$ cat src/rtl/lfsr_pkg.sv
// Shared types and helpers for the LFSR random-number server: FSM state
// encoding, default fallback seed and the rejection-sampling range mask.
package lfsr_pkg;

   typedef enum logic [1:0] {
      LOAD   = 2'd0,
      SETTLE = 2'd1,
      RUN    = 2'd2
   } state_e;

   localparam logic [7:0] FALLBACK_SEED_DEF = 8'hA5;

   // Smallest all-ones mask covering limit-1; limit 0 means full byte range.
   function automatic logic [7:0] range_mask(input logic [7:0] limit);
      logic [7:0] v;
      if (limit == 8'd0) begin
         v = 8'hFF;
      end else begin
         v = limit - 8'd1;
         v = v | (v >> 1);
         v = v | (v >> 2);
         v = v | (v >> 4);
      end
      return v;
   endfunction

endpackage

$ cat src/rtl/rand_fifo.sv
// DEPTH x 8 synchronous FIFO with flush, registered head value, and
// registered valid/full flags derived from the next-state pointers.
module rand_fifo #(
   parameter int DEPTH = 4
) (
   input  logic       clk,
   input  logic       rst_n,
   input  logic       flush_i,
   input  logic       push_i,
   input  logic [7:0] push_data_i,
   input  logic       pop_i,
   output logic       vld_o,
   output logic       full_o,
   output logic [7:0] head_o
);

   localparam int AW = $clog2(DEPTH);

   logic [7:0]  mem_q [DEPTH];
   logic [AW:0] wr_q, wr_d;
   logic [AW:0] rd_q, rd_d;
   logic [7:0]  head_q, head_d;
   logic        vld_q, vld_d;
   logic        full_q, full_d;
   logic        do_push;
   logic        do_pop;

   always_comb begin
      do_pop  = pop_i & vld_q;
      // A full FIFO still accepts a push when a pop frees a slot the same edge.
      do_push = push_i & (~full_q | do_pop);
      wr_d    = wr_q + {{AW{1'b0}}, do_push};
      rd_d    = rd_q + {{AW{1'b0}}, do_pop};
      head_d  = head_q;
      if (flush_i) begin
         wr_d   = '0;
         rd_d   = '0;
         head_d = 8'h00;
      end else if (wr_d != rd_d) begin
         if (do_push && (wr_q[AW-1:0] == rd_d[AW-1:0])) begin
            head_d = push_data_i;
         end else begin
            head_d = mem_q[rd_d[AW-1:0]];
         end
      end
      vld_d  = (wr_d != rd_d);
      full_d = ((wr_d - rd_d) == (AW+1)'(DEPTH));
   end

   always_ff @(posedge clk) begin
      if (do_push && !flush_i) begin
         mem_q[wr_q[AW-1:0]] <= push_data_i;
      end
   end

   always_ff @(posedge clk or negedge rst_n) begin
      if (!rst_n) begin
         wr_q   <= '0;
         rd_q   <= '0;
         head_q <= 8'h00;
         vld_q  <= 1'b0;
         full_q <= 1'b0;
      end else begin
         wr_q   <= wr_d;
         rd_q   <= rd_d;
         head_q <= head_d;
         vld_q  <= vld_d;
         full_q <= full_d;
      end
   end

   assign vld_o  = vld_q;
   assign full_o = full_q;
   assign head_o = head_q;

endmodule

$ cat src/rtl/lfsr_rand_server.sv
// Samples an external 8-bit LFSR, range-limits samples by rejection and
// buffers accepted values; also seeds the LFSR and recovers from lockup.
module lfsr_rand_server
   import lfsr_pkg::*;
#(
   parameter int         DEPTH         = 4,
   parameter int         SAMPLE_DIV    = 8,
   parameter int         LOAD_CYCLES   = 2,
   parameter logic [7:0] FALLBACK_SEED = FALLBACK_SEED_DEF
) (
   input  logic       clk,
   input  logic       rst_n,
   input  logic [7:0] lfsr_q,
   output logic       lfsr_load,
   output logic [7:0] lfsr_seed,
   input  logic [7:0] seed_in,
   input  logic       seed_wr,
   input  logic [7:0] limit,
   input  logic       rd_req,
   output logic       rand_vld,
   output logic [7:0] rand_data,
   output logic       full
);

   localparam int LCW = $clog2(LOAD_CYCLES + 1);
   localparam int CW  = (SAMPLE_DIV > 1) ? $clog2(SAMPLE_DIV) : 1;

   state_e         state_q, state_d;
   logic           load_q, load_d;
   logic [LCW-1:0] lcnt_q, lcnt_d;
   logic [CW-1:0]  scnt_q, scnt_d;
   logic [7:0]     seed_q, seed_d;
   logic [7:0]     mask;
   logic [7:0]     masked;
   logic           sample_fire;
   logic           push;

   always_comb begin
      state_d     = state_q;
      load_d      = load_q;
      lcnt_d      = lcnt_q;
      scnt_d      = scnt_q;
      seed_d      = seed_q;
      push        = 1'b0;
      mask        = range_mask(limit);
      masked      = lfsr_q & mask;
      sample_fire = (state_q == RUN) && (scnt_q == CW'(SAMPLE_DIV - 1));

      case (state_q)
         // Out of reset lcnt starts at 0, giving one idle cycle before the strobe.
         LOAD: begin
            if (lcnt_q == LCW'(LOAD_CYCLES)) begin
               load_d  = 1'b0;
               state_d = SETTLE;
            end else begin
               load_d = 1'b1;
               lcnt_d = lcnt_q + LCW'(1);
            end
         end
         SETTLE: begin
            scnt_d  = '0;
            state_d = RUN;
         end
         RUN: begin
            if (sample_fire) begin
               scnt_d = '0;
               if (lfsr_q == 8'h00) begin
                  seed_d  = FALLBACK_SEED;
                  state_d = LOAD;
                  load_d  = 1'b1;
                  lcnt_d  = LCW'(1);
               end else if ((limit == 8'd0) || (masked < limit)) begin
                  push = 1'b1;
               end
            end else begin
               scnt_d = scnt_q + CW'(1);
            end
         end
         default: begin
            state_d = LOAD;
            load_d  = 1'b0;
            lcnt_d  = '0;
         end
      endcase

      // Software reseed overrides lockup recovery, sampling and reads.
      if (seed_wr) begin
         seed_d  = (seed_in == 8'h00) ? FALLBACK_SEED : seed_in;
         state_d = LOAD;
         load_d  = 1'b1;
         lcnt_d  = LCW'(1);
         push    = 1'b0;
      end
   end

   always_ff @(posedge clk or negedge rst_n) begin
      if (!rst_n) begin
         state_q <= LOAD;
         load_q  <= 1'b0;
         lcnt_q  <= '0;
         scnt_q  <= '0;
         seed_q  <= FALLBACK_SEED;
      end else begin
         state_q <= state_d;
         load_q  <= load_d;
         lcnt_q  <= lcnt_d;
         scnt_q  <= scnt_d;
         seed_q  <= seed_d;
      end
   end

   assign lfsr_load = load_q;
   assign lfsr_seed = seed_q;

   rand_fifo #(
      .DEPTH (DEPTH)
   ) u_fifo (
      .clk         (clk),
      .rst_n       (rst_n),
      .flush_i     (seed_wr),
      .push_i      (push),
      .push_data_i (masked),
      .pop_i       (rd_req),
      .vld_o       (rand_vld),
      .full_o      (full),
      .head_o      (rand_data)
   );

endmodule

$ cat config.mk
export PLATFORM = sky130hd
export DESIGN_NAME = lfsr_rand_server
export DESIGN_NICKNAME = d
export VERILOG_FILES = /design/src/rtl/lfsr_pkg.sv /design/src/rtl/rand_fifo.sv /design/src/rtl/lfsr_rand_server.sv
export SDC_FILE = /design/constraint.sdc
export NUM_CORES = 1
export LEC_CHECK = 0
export CAP_MARGIN = 20
export CORE_ASPECT_RATIO = 1.1
export CORE_UTILIZATION = 59
export DETAILED_ROUTE_END_ITERATION = 6
export PLACE_DENSITY = 0.84
export SYNTH_ARGS = -nofsm -noshare
export SYNTH_HDL_FRONTEND = slang
export SYNTH_SLANG_ARGS = --single-unit
$ cat constraint.sdc
create_clock -name clk -period 5.8 [get_ports clk]
set_clock_uncertainty 0.15 [all_clocks]
set_input_delay 0.58 -clock clk [delete_from_list [all_inputs] [get_ports clk]]
set_output_delay 0.58 -clock clk [all_outputs]
set_load 0.02 [all_outputs]
==> results.md <==
* Final WS setup at 0.3037 ns
* Place WS at -0.2800 ns
* Multi-input logic area at between 1500 and 2000 sq um
* Final design area excluding fillers at 4367 sq um
* Total power divided by cell area at 251.5 nW/um^2
* Die width at roughly 76 microns
* Type of the most critical hold path: flop to flop
* Slowest cell on the critical path: sky130_fd_sc_hd__or4b_4
* GRT Util Overall at 0.2728
* Total placed instance area at 4131 sq um
* Yosys reg bits at 64
* Clock insertion delay at the later pin of the skew report at approximately 0.34 ns
* Number of antenna violations at the first check in global routing at 0
* Smallest hold slack at 0.3419 ns
* Max-cap viol count at 0
* Normalized max-slew margin at 0.2593
* Number of synthesis warnings at 0
* Crit path max-delay family: simple AND/OR/NAND/NOR gates
* Leading post-synthesis cells by cell area: sky130_fd_sc_hd__edfxtp_1 27%, sky130_fd_sc_hd__dfrtp_1 20%, sky130_fd_sc_hd__ha_1 7.8%
* Cell taking the most area after synthesis: sky130_fd_sc_hd__edfxtp_1
* Net count after synthesis at 342
* Share of synthesized area occupied by flip-flops and latches at 0.5020
* Logic gate share of total power at 0.158
* Transition time of the tightest slew-check pin at 1.083 ns
* Switching power share of the total at 0.2548
* Internal power consumption at ~0.82 mW
* Maximum number of pins on one net before global-route repair at 34
* EDFF count, synth at 32
* Fmax at 181.9 MHz
* Part of the power in registers at 0.460
* Post-CTS setup buffer count at 0
* Cells resized by post-CTS repair at 0
* Global-route wire length before repair at between 10000 and 15000 microns
* Number of buffers between clock root and the deepest sink at 2
* Slowest Stage Delay on Critical Path at about 0.52 ns
* Pleak at 1.735 nW
* WL per Instance at 18.17 microns
* Num CTS Buffers at 9
* Grt ovf at 0
* Antenna cell count at 0
* Internal reg-to-reg setup slack at between 1.5 and 2 ns
* Post-route DRC at 0
* Clock-pin slew of the registers on the worst-case setup and hold paths at 0.07 ns
* Buffer cell driving the clock tree root: sky130_fd_sc_hd__clkbuf_8
* Vias in the first global route at 2677
* Hold-fix buffer count after cts at 0
* Count of placed standard cells including taps at 420
* RSZ-0062 raised after global routing: no
* I/O pin cnt at 47
* Async set or reset register ratio after synthesis at 0.5000
* Count of clock tree sinks at 64
* H-tree depth at 3
* Std cell rows at 29
* Req. time, crit path at 5.88 ns
* Effective utilization at floorplan at 0.6101
* Post-Route WL at 7924 microns
* Number of setup violations in the final report at 0
* Area growth from synthesis to layout at 24.07%
* Hold Violations, Final at 0
* Most frequent cells after synthesis: 32 x sky130_fd_sc_hd__edfxtp_1, 28 x sky130_fd_sc_hd__dfrtp_1, 23 x sky130_fd_sc_hd__nor2_1
* Final-stage net count at 404
* Endpoint type of the worst setup path: flop
* Non-Filler Instances at between 400 and 500
* Final count of pins violating max slew at 0
* Die footprint at 6279 sq um
* Result of the run: finished clean
* Critical Path Fanout Max at 9
* Worst-path cell chain: clkdlybuf4s50_1 > buf_4 > or4b_4 > nor2_1 > o221ai_4 > nor2_2 > a21oi_2 > ha_1 > and3_1 > a2111oi_1 > buf_4 > o21a_1 > nand2_1 > inv_1 > ha_1 > ha_1 > xnor2_1 > xnor2_2 > and3_2 > buf_4 > nor2_1 > a2111oi_2
* Sequential cell area at 1767 sq um
* FILL cells at 363
* Count leader, synth: sky130_fd_sc_hd__edfxtp_1
* Class of the most critical setup path: input port to flop
* Count of TritonRoute iterations in the first routing pass at 4
* Number of buffers and inverters on the critical path at 5
* CP arrival at 5.57 ns
* Count of buffers from port buffering at 46
* Share of the clock period used by the worst path after layout at 0.9476
* Vias after detailed routing at 2643
* Chip Height at 83.01 microns
* Number of distinct library cells after synthesis at 67
* Synth Cell Area at around 3500 sq um
* Setup_tns at 0 ns
* Core area at 5769 sq um
* Clock tree from TritonCTS: built
* Switching power at 0.2798 mW
* Dominant register cell in the synthesized netlist: sky130_fd_sc_hd__edfxtp_1
* Layout cells sized above 1 at 0.1699
* Mean number of vias per cell at 6.062
* Initial DRC count at 119
* Portion of synthesized cell area occupied by the leading cell type at 0.2730
* Peak supply drop at 0.1994 mV
* Final worst path period need at approximately 5.5 ns
* Share of power burned in the clock network at 0.382
* Detailed-placement wirelength estimate at 5778 microns
* Gate count of the mapped netlist at 292
* Final antenna-violating net count at 0
* Syn_area_per_cell at 12.05 sq um
* Weighted congestion reported at the end of routability-driven placement at 0.9123
* Crit start category: input port
[final timing paths]
path	startpoint	endpoint	depth (start not counted)
setup / recovery	limit[1]	u_fifo.head_o[1]	22
max in group asynchronous	rst_n	lfsr_seed[7]	2
hold / removal	lfsr_seed[4]	lfsr_seed[4]	1
setup reg to reg	state_q[0]	u_fifo.head_o[1]	15
hold reg to reg	lfsr_seed[4]	lfsr_seed[4]	1
min in group asynchronous	rst_n	lfsr_seed[4]	2
[state kept, by name, indices dropped and copies added, names as in the netlist]
name and flops:
u_fifo.wr_q 3, scnt_q 3, lfsr_load 1, u_fifo.rd_q 3, state_q 2, u_fifo.full_o 1, lcnt_q 2, u_fifo.vld_o 1
u_fifo.mem_q 32, u_fifo.head_o 8, lfsr_seed 8
[cell type report]
| type | count | share of cell area |
|---|---|---|
| sequential | 64 | 0.4046 |
| multi-input combinational | 200 | 0.3776 |
| clock inverter | 7 | 0.02178 |
| clock buffer | 9 | 0.02837 |
| inverter | 20 | 0.01719 |
| timing repair buffer | 59 | 0.1284 |
| tap | 77 | 0.02206 |
[kinds of logic (layout without fill, tap and decap cells)]
logic type,Yosys count,count (layout),share of synthesized area
adders and majority gates,22,22,0.07821
xor gates and xnor gates,10,10,0.02489
AOI/OAI and AO/OA,72,72,0.1685
muxes,8,8,0.05119
and+or+nand+nor,88,88,0.1418
buffers and inverters,28,95,0.03342
DFF,64,64,0.5020
[cells in the final DEF, fill, tap and decap left out, drive strengths merged, types with 3 or more instances in the layout]
| cell | count |
|---|---|
| clkinv | 4 |
| ha | 22 |
| xnor2 | 8 |
| a211oi | 3 |
| o22ai | 3 |
| dfstp | 4 |
| nor3b | 5 |
| o22a | 6 |
| a2111oi | 4 |
| nor2b | 6 |
| dfrtp | 28 |
| nor2 | 25 |
| o21ai | 11 |
| o21a | 4 |
| o211ai | 5 |
| inv | 21 |
| and2 | 4 |
| mux4 | 8 |
| clkdlybuf4s50 | 45 |
| clkbuf | 9 |
| edfxtp | 32 |
| and3 | 6 |
| buf | 13 |
| or4 | 3 |
| nand2b | 9 |
| nor4 | 3 |
| nor3 | 3 |
| a22o | 4 |
| nand2 | 15 |
| a21oi | 9 |
[power by group through the flow]
stage | registers, mW | clock network [mW] | logic, mW
floorplan | 0.521 | 0 | 0.0924
global placement | 0.513 | 0 | 0.165
global route | 0.507 | 0.446 | 0.192
detailed placement | 0.515 | 0 | 0.172
finish | 0.505 | 0.419 | 0.173
CTS | 0.505 | 0.426 | 0.173
[routing by layer]
| metal | vias up | part of all wire | global-route usage |
|---|---|---|---|
| met2 | 99 | 0.52 | 0.4578 |
| met5 | - | 0 | 0 |
| met1 | 1294 | 0.41 | 0.3353 |
| li1 | 1233 | - | - |
| met3 | 17 | 0.046 | 0.05825 |
| met4 | 0 | 0.023 | 0.1111 |
[per-stage QoR]
| stage | util | power, mW |
|---|---|---|
| 4_1_cts | 0.7541 | 1.105 |
| 6_report | 0.7569 | 1.098 |
| 2_1_floorplan | - | 0.6138 |
| 5_1_grt | 0.7569 | 1.145 |
| 3_5_place_dp | 0.7161 | 0.6869 |
| 3_3_place_gp | 0.7161 | 0.6783 |
Power figures use the tool's default switching activity.
